**src/rtl/comb_sweep_pkg.sv**
```systemverilog
// rtl/comb_sweep_pkg.sv - shared mode and state encodings for the comb_sweep sequencer
package comb_sweep_pkg;

    typedef enum logic [1:0] {
        S_IDLE = 2'd0,
        S_HOLD = 2'd1,
        S_DONE = 2'd2
    } state_t;

    localparam logic [1:0] MODE_BIN  = 2'd0;
    localparam logic [1:0] MODE_GRAY = 2'd1;
    localparam logic [1:0] MODE_DESC = 2'd2;

endpackage

```
**src/rtl/comb_sweep_map.sv**
```systemverilog
// rtl/comb_sweep_map.sv - combinational step-index to pattern mapper (binary, Gray, descending)
module sweep_map
    import comb_sweep_pkg::*;
#(
    parameter int N_IN = 3
) (
    input  logic [1:0]      mode,
    input  logic [N_IN-1:0] idx,
    output logic [N_IN-1:0] pattern
);

    always_comb begin
        pattern = idx;
        case (mode)
            MODE_GRAY: pattern = idx ^ (idx >> 1);
            // 2^N-1-k is the bitwise complement within N bits
            MODE_DESC: pattern = ~idx;
            default:   pattern = idx;
        endcase
    end

endmodule

```
**src/rtl/comb_sweep.sv**
```systemverilog
// rtl/comb_sweep.sv - exhaustive stimulus sequencer that captures and checks a truth table
module comb_sweep
    import comb_sweep_pkg::*;
#(
    parameter int N_IN   = 3,
    parameter int N_OUT  = 1,
    parameter int SETTLE = 1,
    parameter int TT_W   = N_OUT << N_IN
) (
    input  logic             clk,
    input  logic             rst,
    input  logic             start,
    input  logic [1:0]       mode,
    input  logic [TT_W-1:0]  exp_tt,
    input  logic [N_OUT-1:0] resp,
    output logic [N_IN-1:0]  stim,
    output logic             busy,
    output logic             done,
    output logic             pass,
    output logic [TT_W-1:0]  tt
);

    localparam logic [N_IN:0] K_LAST   = (N_IN + 1)'((1 << N_IN) - 1);
    localparam logic [3:0]    SETTLE_C = 4'(SETTLE);

    state_t          state, next_state;
    logic [N_IN:0]   k;
    logic [N_IN:0]   k_inc;
    logic [3:0]      settle;
    logic [1:0]      mode_q;
    logic            pass_q;
    logic            sample;
    logic [1:0]      map_mode;
    logic [N_IN-1:0] map_idx;
    logic [N_IN-1:0] map_pattern;
    logic [TT_W-1:0] tt_wr;

    assign k_inc  = k + 1'b1;
    assign sample = (state == S_HOLD) && (settle == SETTLE_C);

    // In IDLE the mapper produces the first pattern from the live mode input
    assign map_mode = (state == S_IDLE) ? mode : mode_q;
    assign map_idx  = (state == S_IDLE) ? '0 : k_inc[N_IN-1:0];

    sweep_map #(.N_IN(N_IN)) u_map (
        .mode    (map_mode),
        .idx     (map_idx),
        .pattern (map_pattern)
    );

    always_comb begin
        tt_wr = tt;
        for (int v = 0; v < (1 << N_IN); v++) begin
            if (stim == N_IN'(v))
                tt_wr[v*N_OUT +: N_OUT] = resp;
        end
    end

    always_ff @(posedge clk or posedge rst) begin
        if (rst) state <= S_IDLE;
        else     state <= next_state;
    end

    always_comb begin
        next_state = state;
        case (state)
            S_IDLE:  if (start) next_state = S_HOLD;
            S_HOLD:  if (sample && k == K_LAST) next_state = S_DONE;
            S_DONE:  next_state = S_IDLE;
            default: next_state = S_IDLE;
        endcase
    end

    always_ff @(posedge clk or posedge rst) begin
        if (rst) begin
            k      <= '0;
            settle <= '0;
            mode_q <= MODE_BIN;
            stim   <= '0;
            tt     <= '0;
            pass_q <= 1'b0;
        end else begin
            case (state)
                S_IDLE: begin
                    if (start) begin
                        k      <= '0;
                        settle <= '0;
                        mode_q <= mode;
                        tt     <= '0;
                        pass_q <= 1'b0;
                        stim   <= map_pattern;
                    end
                end
                S_HOLD: begin
                    if (sample) begin
                        tt     <= tt_wr;
                        settle <= '0;
                        if (k != K_LAST) begin
                            k    <= k_inc;
                            stim <= map_pattern;
                        end
                    end else begin
                        settle <= settle + 1'b1;
                    end
                end
                S_DONE:  pass_q <= (tt == exp_tt);
                default: ;
            endcase
        end
    end

    assign busy = (state == S_HOLD);
    assign done = (state == S_DONE);
    // exp_tt is only looked at in the DONE cycle; the verdict is then held until next start
    assign pass = (state == S_DONE) ? (tt == exp_tt) : pass_q;

endmodule
```
**config.mk**
```make
export PLATFORM = sky130hd
export DESIGN_NAME = comb_sweep
export DESIGN_NICKNAME = d
export VERILOG_FILES = /design/src/rtl/comb_sweep_pkg.sv /design/src/rtl/comb_sweep_map.sv /design/src/rtl/comb_sweep.sv
export SDC_FILE = /design/constraint.sdc
export NUM_CORES = 1
export LEC_CHECK = 0
export CAP_MARGIN = 20
export CORE_UTILIZATION = 40
export DETAILED_ROUTE_END_ITERATION = 16
export SYNTH_ARGS = -nofsm -noshare
export SYNTH_HDL_FRONTEND = slang
export SYNTH_HIERARCHICAL = 1
export SYNTH_SLANG_ARGS = --single-unit
```
**constraint.sdc**
```tcl
create_clock -name clk -period 3.9 [get_ports clk]
set_clock_uncertainty 0.2 [all_clocks]
set_input_delay 0.585 -clock clk [delete_from_list [all_inputs] [get_ports clk]]
set_output_delay 0.585 -clock clk [all_outputs]
set_load 0.02 [all_outputs]
```
* Word-level counts from Yosys, hierarchy flattened
Cells that the tools add are included.
Cells by class: $add $sub $neg 2, $mul 0, div/mod/pow operators 0, $lt $le $gt $ge 0, equal/unequal tests 27, shift-type cells 0, multiplexer cells 30, bitwise logic cells 2, reductions and logical operators 19
Operators with widths (count):
- AND reduction 4 bit | 9
- != test 2 x 1 -> 1 bit (second input constant) | 11
- two-way mux 4 bit | 4
- two-way mux 8 bit | 2
- case mux 4 bit (2 select lines) | 2
- case mux 8 bit (2 select lines) | 1
- equality test 3 bit (second input constant) | 4
- two-way mux 3 bit | 4
- case mux 3 bit (2 select lines) | 2
- two-way mux 1 bit | 10
- adder 4 x 1 -> 4 bit (second input constant) | 2
- equality test 8 bit | 1
- AND reduction 2 bit | 4
- equality test 3 x 2 -> 1 bit (second input constant) | 2
- two-way mux 2 bit | 3
- equality test 2 x 1 -> 1 bit (second input constant) | 2
- equality test 2 bit (second input constant) | 2
- equality test 4 x 1 -> 1 bit (second input constant) | 1
- equality test 4 x 3 -> 1 bit (second input constant) | 1
- != test 4 x 3 -> 1 bit (second input constant) | 1
- case mux 2 bit (2 select lines) | 1
- nonzero test 2 bit | 2
- equality test 3 x 1 -> 1 bit (second input constant) | 1
- zero test 3 bit | 1
- 6 further kinds | 7
Word-level totals: register bits after elaboration 24, bits in latches 0, bits in writable memories 0, ROM bits 0, input port bits 14, output and inout bits 14, word-level logic and storage cells 94, memories kept 0

* Depth between registers and ports, before layout
Gate-level depths: netlist (run 1).
depth in word-level cells 7, gate-level depth with buffers 9, gate-level depth less buffers 8

* Cells and area by module
The synthesis (run 1) kept the hierarchy.
Modules (own cells, without submodules):
- comb_sweep | instances 1, cells an instance 134, area an instance 1397.6 µm², seq. area each 600.6 µm²
- sweep_map | instances 1, cells an instance 16, area an instance 107.6 µm², seq. area each 0.0 µm²

* Least setup slack after synthesis (run 1)
No wires, ideal clock.
path kind register to register, start point reg state[0], end point reg stim[1], library setup time 0.128 ns, arrival time 2.348 ns, data required time 3.572 ns, slack 1.224 ns, cell stages (with the launch flop) 9, buffers on the path 1, period minus slack after synthesis 2.676 ns, cells stage by stage dfrtp_1 buf_4 nor2_1 mux2_2 ha_1 nor2_1 mux2_2 a221o_1 mux2_1
Between the ends: cells in the longest elaborated chain, start to end 7, elaborated cells on any way between the ends 19, those cells by class eq/ne (6); mux (7); bitwise (2); reduce/logical (4)
Ends and longest elaborated chain:
- from (decl) | RTL line comb_sweep.sv:26 | state_t state, next_state;
- from (signal assigned) | RTL line comb_sweep.sv:61 | else state <= next_state;
- zero test 2 bit (*) | RTL line comb_sweep.sv:42 | assign map_mode = (state == S_IDLE) ? mode : mode_q;
- two-way mux 2 bit (*) | RTL line comb_sweep.sv:42
- named net map_mode[1] | RTL line comb_sweep.sv:33 | logic [1:0] map_mode;
- equality test 2 bit or equality test 2 x 1 -> 1 bit (tied branches) | RTL line comb_sweep_map.sv:14 | case (mode)
- case mux 3 bit (2 select lines) (*) | RTL line comb_sweep_map.sv:14
- named net map_pattern[1] | RTL line comb_sweep.sv:35 | logic [N_IN-1:0] map_pattern;
- two-way mux 3 bit | RTL line comb_sweep.sv:98 | if (k != K_LAST) begin
- two-way mux 3 bit | RTL line comb_sweep.sv:95 | if (sample) begin
- case mux 3 bit (2 select lines) (*) | RTL line comb_sweep.sv:83 | case (state)
- to (signal assigned) | RTL line comb_sweep.sv:91 | stim <= map_pattern;
- to (signal assigned) | RTL line comb_sweep.sv:100 | stim <= map_pattern;
- to (decl) | RTL line comb_sweep.sv:16 | output logic [N_IN-1:0] stim,
The timed path passes the listed nets; every way through them passes the cells marked *. The select of a mux whose other input is x is not followed. A chain may end at the register's enable or synchronous reset.

* Worst setup path in the final report (run 1)
start point in exp_tt[5], end point out pass
Between the ends: cells in the longest elaborated chain, start to end 2
Ends and longest elaborated chain:
- from (decl) | RTL line comb_sweep.sv:14 | input logic [TT_W-1:0] exp_tt,
- equality test 8 bit | RTL line comb_sweep.sv:115 | assign pass = (state == S_DONE) ? (tt == exp_tt) : pass_q;
- two-way mux 1 bit | RTL line comb_sweep.sv:115
- to (decl) | RTL line comb_sweep.sv:19 | output logic pass,
Every way passes these cells.

==> impl_metrics.env, run 1 <==
export IMPL_whs_ns=0.317
export IMPL_ioPinCount=28
export IMPL_swShare=0.442
export IMPL_path_delay_family="buffers and inverters"
export IMPL_synth_seq_cells=24
export IMPL_syn_cell_area_um2=1510
export IMPL_io_buffers=27
export IMPL_worstPathCellList="clkdlybuf4s50_1 -> xnor2_1 -> nand3_1 -> o32ai_1 -> clkdlybuf4s50_1"
export IMPL_wire_per_inst_um=14.7
export IMPL_antenna_found_initial=0
export IMPL_wl_met2_um=1580
export IMPL_dieWidth_um=63.3
export IMPL_drt_wl_total_um=3250
export IMPL_diodes=0
export IMPL_dp_hpwl_um=2430
export IMPL_synth_top_cell_by_area="dfrtp_1"
export IMPL_synthTopCellsByCount="dfrtp_1 (24), inv_1 (18), o211ai_1 (9), xnor2_1 (9)"
export IMPL_critPathMaxStageDelay_ns=0.65
export IMPL_hold_buffers=0
export IMPL_synth_compound_area_frac=0.205
export IMPL_cp_num_buf_inv=2
export IMPL_status="finished clean"
export IMPL_cp_slowest_cell="clkdlybuf4s50_1"
export IMPL_critPathMaxFanout=2
export IMPL_routed_via_count=1248
export IMPL_whs_path_depth=1
export IMPL_nets=197
export IMPL_root_buffer="clkbuf_8"
export IMPL_place_ws_ns=0.824
export IMPL_cts_setup_buffers=0
export IMPL_cp_start_kind="input port"
export IMPL_hold_viol=0
export IMPL_drv_cap=0
export IMPL_ys_top_cells_by_area="dfrtp_1 (40%), xnor2_1 (5.2%), o221ai_1 (4.7%)"
export IMPL_pwr_density_cell_nw_per_um2=848
export IMPL_die_y_um=63.3
export IMPL_worstPathArrival_ns=2.27
export IMPL_rr_worst_depth=7
export IMPL_fmax_mhz=328
export IMPL_synth_xor_area_frac=0.0524
export IMPL_gr_total_overflow=0
export IMPL_period_share=0.782
export IMPL_cts_buffers=3
export IMPL_grt_pass1_vias=1217
export IMPL_syn_to_final_growth_pct=23.0
export IMPL_drcViolationCount=0
export IMPL_worst_pin_slew_ns=1.04
export IMPL_r2r_start="state[0]$_DFFE_PP0P_"
export IMPL_p_comb_frac=0.611
export IMPL_ir_drop_mv=0.404
export IMPL_drive_gt1_frac=0.0852
export IMPL_synthArstFlopShare=1.00
export IMPL_coreArea_um2=3470
export IMPL_drtIter0Drc=44
export IMPL_clockBufferDepth=2
export IMPL_ant_nets=0
export IMPL_insertion_delay_ns=0.26
export IMPL_worst_slack_ns=0.849
export IMPL_fillers=327
export IMPL_worst_path_most_repeated_cell="clkdlybuf4s50_1"
export IMPL_min_delay_path_class="reg2reg"
export IMPL_synth_top_family_by_area="compound AO/OA/AOI/OAI gates"
export IMPL_synth_adder_area_share=0.0416
export IMPL_wl_met1_um=1530
export IMPL_firstDrtPassIters=4
export IMPL_row_count=21
export IMPL_seq_power_share=0.296
export IMPL_met3_wirelength_um=132
export IMPL_required_ns=3.12
export IMPL_place_congestion=0.787
export IMPL_hold_path_end="mode_q[0]$_DFFE_PP0P_"
export IMPL_reg2reg_slack_ns=1.01
export IMPL_dieArea_um2=4010
export IMPL_htreeDepth=1
export IMPL_yosys_area_share_simple=0.168
export IMPL_clock_sinks=24
export IMPL_grt_setup_unrepaired="false"
export IMPL_p_leak_nw=0.780
export IMPL_grt_usage=0.181
export IMPL_synth_area_per_cell_um2=10.0
export IMPL_relSlewSlack=0.306
export IMPL_synth_top_flop_cell="dfrtp_1"
export IMPL_cts_tree="done"
export IMPL_top_layer="met4"
export IMPL_vias_per_cell=5.62
export IMPL_start_util=0.434
export IMPL_path_clk_slew_ns=0.08
export IMPL_intPower_uw=876
export IMPL_netlist_area_leader_share=0.399
export IMPL_synthCells=150
export IMPL_grt_max_degree=25
export IMPL_syn_nets=169
export IMPL_ys_warn_count=6
export IMPL_muxShareOfSynthArea=0.0740
export IMPL_synth_cell_type_count=42
export IMPL_p_switching_uw=694
export IMPL_path_class="in2out"
export IMPL_reg2reg_to="stim[1]$_DFFE_PP0P_"
export IMPL_synth_most_common_cell="dfrtp_1"
export IMPL_yosysSeqAreaShare=0.399
export IMPL_worst_path_stages=5
export IMPL_setup_viol=0
export IMPL_setup_tns_final_ns=0
export IMPL_clkPwrFrac=0.093
export IMPL_maxSlewViolCount=0
export IMPL_layout_min_cycle_time_ns=3.05
export IMPL_synth_edf_count=0
export IMPL_cts_repair_resized=0
export IMPL_hp_start="mode_q[0]$_DFFE_PP0P_"
export IMPL_grt_pass1_wl_um=5690
export IMPL_end_kind="output port"
[metal layers]
metal / vias to the layer above / track usage
li1: 599 / -
met1: 619 / 0.235
met2: 28 / 0.307
met3: 2 / 0.0417
met4: 0 / 0.0341
met5: - / 0
[kinds of logic after synthesis]
| logic type | count (synthesis) |
|---|---|
| simple gates | 41 |
| buf+inv | 22 |
| fa+ha+maj | 5 |
| xor+xnor | 9 |
| flops | 24 |
| compound gates | 39 |
| mux | 10 |
[placed cells by master, fill, tap and decap left out, drive strengths merged, types with 2 or more instances in the layout]
| cell | instances |
|---|---|
| a21oi | 3 |
| a221oi | 2 |
| clkbuf | 3 |
| clkdlybuf4s50 | 27 |
| dfrtp | 24 |
| ha | 5 |
| inv | 18 |
| mux2 | 9 |
| nand2 | 8 |
| nand2b | 6 |
| nand3 | 3 |
| nand4 | 3 |
| nor2 | 8 |
| nor2b | 3 |
| nor3b | 3 |
| o211ai | 9 |
| o21ai | 7 |
| o221ai | 8 |
| xnor2 | 9 |
[worst max-delay path by stage]
stage,start,endpoint
floorplan,state[0]$_DFFE_PP0P_,stim[1]$_DFFE_PP0P_
global placement,exp_tt[5],pass
detailed placement,exp_tt[5],pass
CTS,exp_tt[5],pass
global route,exp_tt[5],pass
finish,exp_tt[5],pass
[state kept, by name (all words and copies together) (netlist names)]
register,count
tt,8
state,2
stim,3
k,4
mode_q,2
settle,4
pass_q,1
[through the flow]
step                utilization  instance area, µm²  std cells  total power, mW
global placement          0.522                1810        219             1.39
floorplan                     -                1510        150             1.18
finish                    0.534                1850        222             1.57
CTS                       0.534                1850        222             1.58
global route              0.534                1850        222             1.72
detailed placement        0.522                1810        219             1.43
[layout make-up]
class	instances	area (µm²)	share of cell area
well taps	46	57.6	0.0311
repair buffers	27	270	0.146
multi-input cells	104	815	0.440
inverters	18	67.6	0.0365
flip-flops and latches	24	601	0.324
clock buffers	3	41.3	0.0223
[power by group through the flow]
stage / sequential (mW) / combinational [mW] / clock, mW
after global placement: 0.464 / 0.927 / 0
final: 0.465 / 0.959 / 0.146
after floorplan: 0.473 / 0.706 / 0
after detailed placement: 0.470 / 0.960 / 0
after global routing: 0.485 / 1.08 / 0.162
after CTS: 0.465 / 0.964 / 0.152
No activity file was read; power rests on OpenSTA's default activity.
==> run 2, diff against run 1 <==
==> constraint.sdc (replaced) <==
create_clock -name clk -period 3.12 [get_ports clk]
set_clock_uncertainty 0.2 [all_clocks]
set_input_delay 0.468 -clock clk [delete_from_list [all_inputs] [get_ports clk]]
set_output_delay 0.468 -clock clk [all_outputs]
set_load 0.02 [all_outputs]
==> run 2 against run 1 <==
Effect of this change: wire length increased by 1.0%; setup slack worse by 0.55 ns; global-route usage is 0.61 points lower; power increased by 28%; die area unchanged; final area is 2.0% higher; sequential share of layout area shrank 0.64 points; combinational power rose by 31%.
==> impl_metrics.env, run 2 (synthesis gave the netlist of run 1 again) <==
export IMPL_drtIter0Drc=42
export IMPL_reg_largest_list="tt (8), k (4), settle (4)"
export IMPL_syn_to_final_growth_pct=25.5
export IMPL_grt_max_degree=25
export IMPL_cp_start_kind="input port"
export IMPL_htreeDepth=1
export IMPL_worstPathCellList="clkdlybuf4s50_1 -> xnor2_1 -> nand3_1 -> o32ai_1 -> clkdlybuf4s50_1"
export IMPL_drive_gt1_frac=0.110
export IMPL_worstPathArrival_ns=2.15
export IMPL_ir_drop_mv=0.661
export IMPL_status="finished clean"
export IMPL_setup_viol=0
export IMPL_worst_path_most_repeated_cell="clkdlybuf4s50_1"
export IMPL_grt_usage=0.175
export IMPL_largest_register_ffs=8
export IMPL_drcViolationCount=0
export IMPL_row_count=21
export IMPL_coreArea_um2=3470
export IMPL_relSlewSlack=0.367
export IMPL_setup_tns_final_ns=0
export IMPL_mostFrequentLayoutCell="clkdlybuf4s50_1"
export IMPL_clockBufferDepth=2
export IMPL_io_buffers=27
export IMPL_hold_viol=0
export IMPL_fmax_mhz=355
export IMPL_dieWidth_um=63.3
export IMPL_ant_nets=0
export IMPL_antenna_found_initial=0
export IMPL_min_delay_path_class="reg2reg"
export IMPL_nets=202
export IMPL_maxSlewViolCount=0
export IMPL_insertion_delay_ns=0.26
export IMPL_worst_pin_slew_ns=0.948
export IMPL_routed_via_count=1228
export IMPL_grt_setup_unrepaired="false"
export IMPL_die_y_um=63.3
export IMPL_place_congestion=0.784
export IMPL_start_util=0.434
export IMPL_dp_hpwl_um=2540
export IMPL_pwr_density_cell_nw_per_um2=1060
export IMPL_firstDrtPassIters=4
export IMPL_root_buffer="clkbuf_8"
export IMPL_p_leak_nw=0.805
export IMPL_whs_ns=0.315
export IMPL_cp_num_buf_inv=2
export IMPL_period_share=0.904
export IMPL_layout_min_cycle_time_ns=2.82
export IMPL_hold_buffers=0
export IMPL_drv_cap=0
export IMPL_required_ns=2.45
export IMPL_end_kind="output port"
export IMPL_path_clk_slew_ns=0.08
export IMPL_cts_buffers=3
export IMPL_clock_sinks=24
export IMPL_cts_repair_resized=0
export IMPL_grt_pass1_vias=1162
export IMPL_cts_tree="done"
export IMPL_cp_slowest_cell="clkdlybuf4s50_1"
export IMPL_path_delay_family="buffers and inverters"
export IMPL_diodes=0
export IMPL_critPathMaxFanout=2
export IMPL_largest_register="tt"
export IMPL_gr_total_overflow=0
export IMPL_cts_setup_buffers=0
export IMPL_vias_per_cell=5.41
export IMPL_critPathMaxStageDelay_ns=0.65
export IMPL_path_class="in2out"
export IMPL_drt_wl_total_um=3290
export IMPL_grt_pass1_wl_um=5530
export IMPL_wire_per_inst_um=14.5
export IMPL_final_cell_mix="clkdlybuf4s50_1 (27), dfrtp_1 (24), inv_1 (18)"
export IMPL_ioPinCount=28
export IMPL_dieArea_um2=4010
export IMPL_utilization=0.545
-- run 2: changes by cell type in the layout (fill, tap and decap cells not counted), sizes merged --
cell	change
buf	+5
-- run 2: per-stage QoR --
step | power [mW] | cells | cell area (µm²) | worst slack [ns]
2_1_floorplan | 1.47 | 150 | 1510 | 0.444
3_3_place_gp | 1.79 | 224 | 1850 | 0.333
3_5_place_dp | 1.84 | 224 | 1850 | 0.302
4_1_cts | 2.02 | 227 | 1890 | 0.291
5_1_grt | 2.19 | 227 | 1890 | 0.271
6_report | 2.01 | 227 | 1890 | 0.300
-- run 2: worst paths after layout --
path,slack [ns],endpoint,start,cells past startpoint
min reg2reg,0.32,mode_q[0]$_DFFE_PP0P_,mode_q[0]$_DFFE_PP0P_,1
min in group asynchronous,0.51,stim[0]$_DFFE_PP0P_,rst,2
min,0.32,mode_q[0]$_DFFE_PP0P_,mode_q[0]$_DFFE_PP0P_,1
max in group asynchronous,1.62,k[3]$_DFFE_PP0P_,rst,2
max,0.30,pass,exp_tt[1],5
max reg2reg,0.51,stim[1]$_DFFE_PP0P_,state[0]$_DFFE_PP0P_,7
-- run 2: where the power goes --
group,total [mW],internal (mW),switching (mW),leakage [nW]
sequential,0.559,0.432,0.127,0.271
combinational,1.26,0.617,0.648,0.512
clock,0.182,0.0862,0.0957,0.0216
total,2.01,1.13,0.870,0.805
-- run 2: final cells by class --
class / instances / area [µm²]
repair buffers: 32 / 308
clock buffers: 3 / 41.3
inverters: 18 / 67.6
flip-flops and latches: 24 / 601
well taps: 46 / 57.6
fillers: 319 / 1580
multi-input cells: 104 / 815
-- run 2: metal layers --
| layer | vias up | GRT usage | part of all wire |
|---|---|---|---|
| met2 | 20 | 0.282 | 0.47 |
| met3 | 2 | 0.0236 | 0.028 |
| li1 | 612 | - | - |
| met4 | 0 | 0.0426 | 0.0046 |
| met5 | - | 0 | 0 |
| met1 | 594 | 0.247 | 0.49 |
==> run 3, diff against run 2 <==
--- a/config.mk
+++ b/config.mk
@@ -10,5 +10,4 @@
 export DETAILED_ROUTE_END_ITERATION = 16
 export SYNTH_ARGS = -nofsm -noshare
 export SYNTH_HDL_FRONTEND = slang
-export SYNTH_HIERARCHICAL = 1
 export SYNTH_SLANG_ARGS = --single-unit
==> run 3 against run 2 <==
Effect of this change: highest routed layer unchanged; synthesized cell count increased by 6.0%; flip-flop and latch count unchanged; register-to-register slack better by 0.05 ns; critical endpoint unchanged; sequential power up 14%; hold slack got worse by 0.0035 ns; critical path depth rose by 1; wire length hardly changed.
==> impl_metrics.env, run 3 <==
export IMPL_utilization=0.530
export IMPL_swShare=0.440
export IMPL_ys_top_cells_by_area="dfrtp_1 (40%), xor2_1 (5.8%), o21ai_0 (5.0%)"
export IMPL_largest_register="tt"
export IMPL_finalPower_mw=1.81
export IMPL_synthArstFlopShare=1.00
export IMPL_use_met3=0.0308
export IMPL_end_kind="output port"
export IMPL_synth_edf_count=0
export IMPL_dp_hpwl_um=2340
export IMPL_syn_to_final_growth_pct=21.5
export IMPL_ioPinCount=28
export IMPL_gr_total_overflow=0
export IMPL_grtUsageMet2=0.282
export IMPL_reg_largest_list="tt (8), k (4), settle (4)"
export IMPL_row_count=21
export IMPL_ant_nets=0
export IMPL_grt_max_degree=25
export IMPL_p_switching_uw=795
export IMPL_root_buffer="clkbuf_8"
export IMPL_coreArea_um2=3470
export IMPL_synth_most_common_cell="dfrtp_1"
export IMPL_drtIter0Drc=76
export IMPL_drcViolationCount=0
export IMPL_io_buffers=27
export IMPL_hold_path_end="pass_q$_DFFE_PP0P_"
export IMPL_grt_usage=0.179
export IMPL_firstDrtPassIters=4
export IMPL_status="finished clean"
export IMPL_cts_buffers=3
export IMPL_whs_path_depth=2
export IMPL_vias_per_cell=5.48
export IMPL_cts_tree="done"
export IMPL_hold_viol=0
export IMPL_pwr_density_cell_nw_per_um2=982
export IMPL_setup_viol=0
export IMPL_synth_top_flop_cell="dfrtp_1"
export IMPL_seq_power_share=0.352
export IMPL_cp_slowest_cell="clkdlybuf4s50_1"
export IMPL_layout_min_cycle_time_ns=2.92
export IMPL_clkPwrFrac=0.103
export IMPL_synth_cell_type_count=44
export IMPL_critPathMaxStageDelay_ns=0.62
export IMPL_setup_tns_final_ns=0
export IMPL_wire_per_inst_um=14.4
export IMPL_cts_setup_buffers=0
export IMPL_grt_pass1_wl_um=5650
export IMPL_cp_start_kind="input port"
export IMPL_path_class="in2out"
export IMPL_worst_slack_ns=0.204
export IMPL_fillers=332
export IMPL_clockBufferDepth=2
export IMPL_dieWidth_um=63.5
export IMPL_reg2reg_slack_ns=0.56
export IMPL_grt_pass1_vias=1242
export IMPL_htreeDepth=1
export IMPL_hold_buffers=0
export IMPL_synth_top_cell_by_area="dfrtp_1"
export IMPL_antenna_found_initial=0
export IMPL_drive_gt1_frac=0.0989
export IMPL_die_y_um=63.5
export IMPL_mostFrequentLayoutCell="clkdlybuf4s50_1"
export IMPL_period_share=0.935
export IMPL_worstPathCellList="clkdlybuf4s50_1 -> xor2_1 -> nor4_1 -> nand4_1 -> o21ai_0 -> clkdlybuf4s50_1"
export IMPL_worst_path_most_repeated_cell="clkdlybuf4s50_1"
export IMPL_synth_seq_cells=24
export IMPL_grt_setup_unrepaired="false"
export IMPL_place_ws_ns=0.194
export IMPL_insertion_delay_ns=0.27
export IMPL_p_leak_nw=0.757
export IMPL_yosysSeqAreaShare=0.397
export IMPL_reg2reg_to="stim[2]$_DFFE_PP0P_"
export IMPL_start_util=0.436
export IMPL_dieArea_um2=4030
export IMPL_rr_worst_depth=5
export IMPL_ys_warn_count=0
export IMPL_routed_via_count=1250
export IMPL_place_congestion=0.732
export IMPL_intPower_mw=1.01
export IMPL_min_delay_path_class="reg2reg"
export IMPL_drv_cap=0
export IMPL_required_ns=2.45
export IMPL_synthTopCellsByCount="dfrtp_1 (24), inv_1 (15), o21ai_0 (15), nand2_1 (10), xor2_1 (10)"
export IMPL_cts_repair_resized=0
export IMPL_maxSlewViolCount=0
export IMPL_largest_register_ffs=8
export IMPL_p_comb_frac=0.545
export IMPL_hp_start="pass_q$_DFFE_PP0P_"
export IMPL_final_cell_mix="clkdlybuf4s50_1 (27), dfrtp_1 (24), o21ai_0 (15), inv_1 (15)"
export IMPL_nets=203
export IMPL_syn_nets=178
export IMPL_relSlewSlack=0.716
export IMPL_path_clk_slew_ns=0.08
export IMPL_synth_area_per_cell_um2=9.51
export IMPL_critPathMaxFanout=2
export IMPL_syn_cell_area_um2=1510
export IMPL_met1_usage=0.238
export IMPL_drt_wl_total_um=3280
export IMPL_synthCells=159
export IMPL_fmax_mhz=343
export IMPL_worst_pin_slew_ns=0.426
export IMPL_ir_drop_mv=0.462
export IMPL_top_usage_layer="met2"
export IMPL_worstPathArrival_ns=2.25
export IMPL_clock_sinks=24
export IMPL_r2r_start="state[1]$_DFFE_PP0P_"
export IMPL_netlist_area_leader_share=0.397
export IMPL_diodes=0
[run 3: changes by cell type in the layout (fill, tap and decap cells not counted), moves of 4 or more]
cell	before	now
xor2_1	0	10
xnor2_1	9	2
a21oi_1	3	7
o221ai_1	8	1
o211ai_1	9	1
o21ai_0	5	15
mux2_1	4	0
o22ai_1	0	5
[run 3: worst max-delay path by stage]
stage / startpoint / endpoint / slack [ns] / cells after the start
final: exp_tt[5] / pass / 0.20 / 6
after global routing: exp_tt[5] / pass / 0.005 / 6
after CTS: exp_tt[5] / pass / 0.19 / 6
after detailed placement: exp_tt[5] / pass / 0.19 / 6
after global placement: exp_tt[5] / pass / 0.20 / 6
after floorplan: state[0]$_DFFE_PP0P_ / stim[2]$_DFFE_PP0P_ / 0.66 / 6
[run 3: metrics by stage]
step | cell area [µm²] | hold slack, ns | instances
after floorplan | 1510 | 0.263 | 159
after global placement | 1800 | 0.292 | 225
after detailed placement | 1800 | 0.297 | 225
after CTS | 1840 | 0.318 | 228
after global routing | 1840 | 0.328 | 228
final | 1840 | 0.312 | 228
[run 3: logic make-up after synthesis]
kind of cell / count (synthesis) / share of synthesized area
muxes: 8 / 0.0579
DFF: 24 / 0.397
buffers and inverters: 25 / 0.0786
adders and majority gates: 5 / 0.0414
AOI/OAI and AO/OA: 43 / 0.203
xor gates and xnor gates: 12 / 0.0695
and+or+nand+nor: 42 / 0.153
[run 3: layout make-up]
cell class | count | area (µm²) | area share
Clock buffer | 3 | 41.3 | 0.0225
Inverter | 16 | 60.1 | 0.0327
Tap cell | 46 | 57.6 | 0.0313
Sequential cell | 24 | 601 | 0.327
Multi-Input combinational cell | 110 | 793 | 0.432
Timing Repair Buffer | 29 | 285 | 0.155
[run 3: metal layers]
metal	vias to the layer above	part of all wire
met5	-	0
met4	0	0.012
met3	4	0.036
met2	28	0.46
met1	613	0.49
li1	605	-
[run 3: power groups by stage]
stage	combinational [mW]	clock (mW)	sequential (mW)
2_1_floorplan	0.699	0	0.630
3_3_place_gp	0.954	0	0.629
3_5_place_dp	0.982	0	0.638
4_1_cts	0.987	0.194	0.633
5_1_grt	1.10	0.207	0.665
6_report	0.984	0.186	0.636
[run 3: worst max-delay path, delay by kind of cell]
kind                      cells  cell delay (ns)
buffers and inverters         2             1.03
and+or+nand+nor               2             0.50
xor gates and xnor gates      1             0.14
AOI/OAI and AO/OA             1             0.10
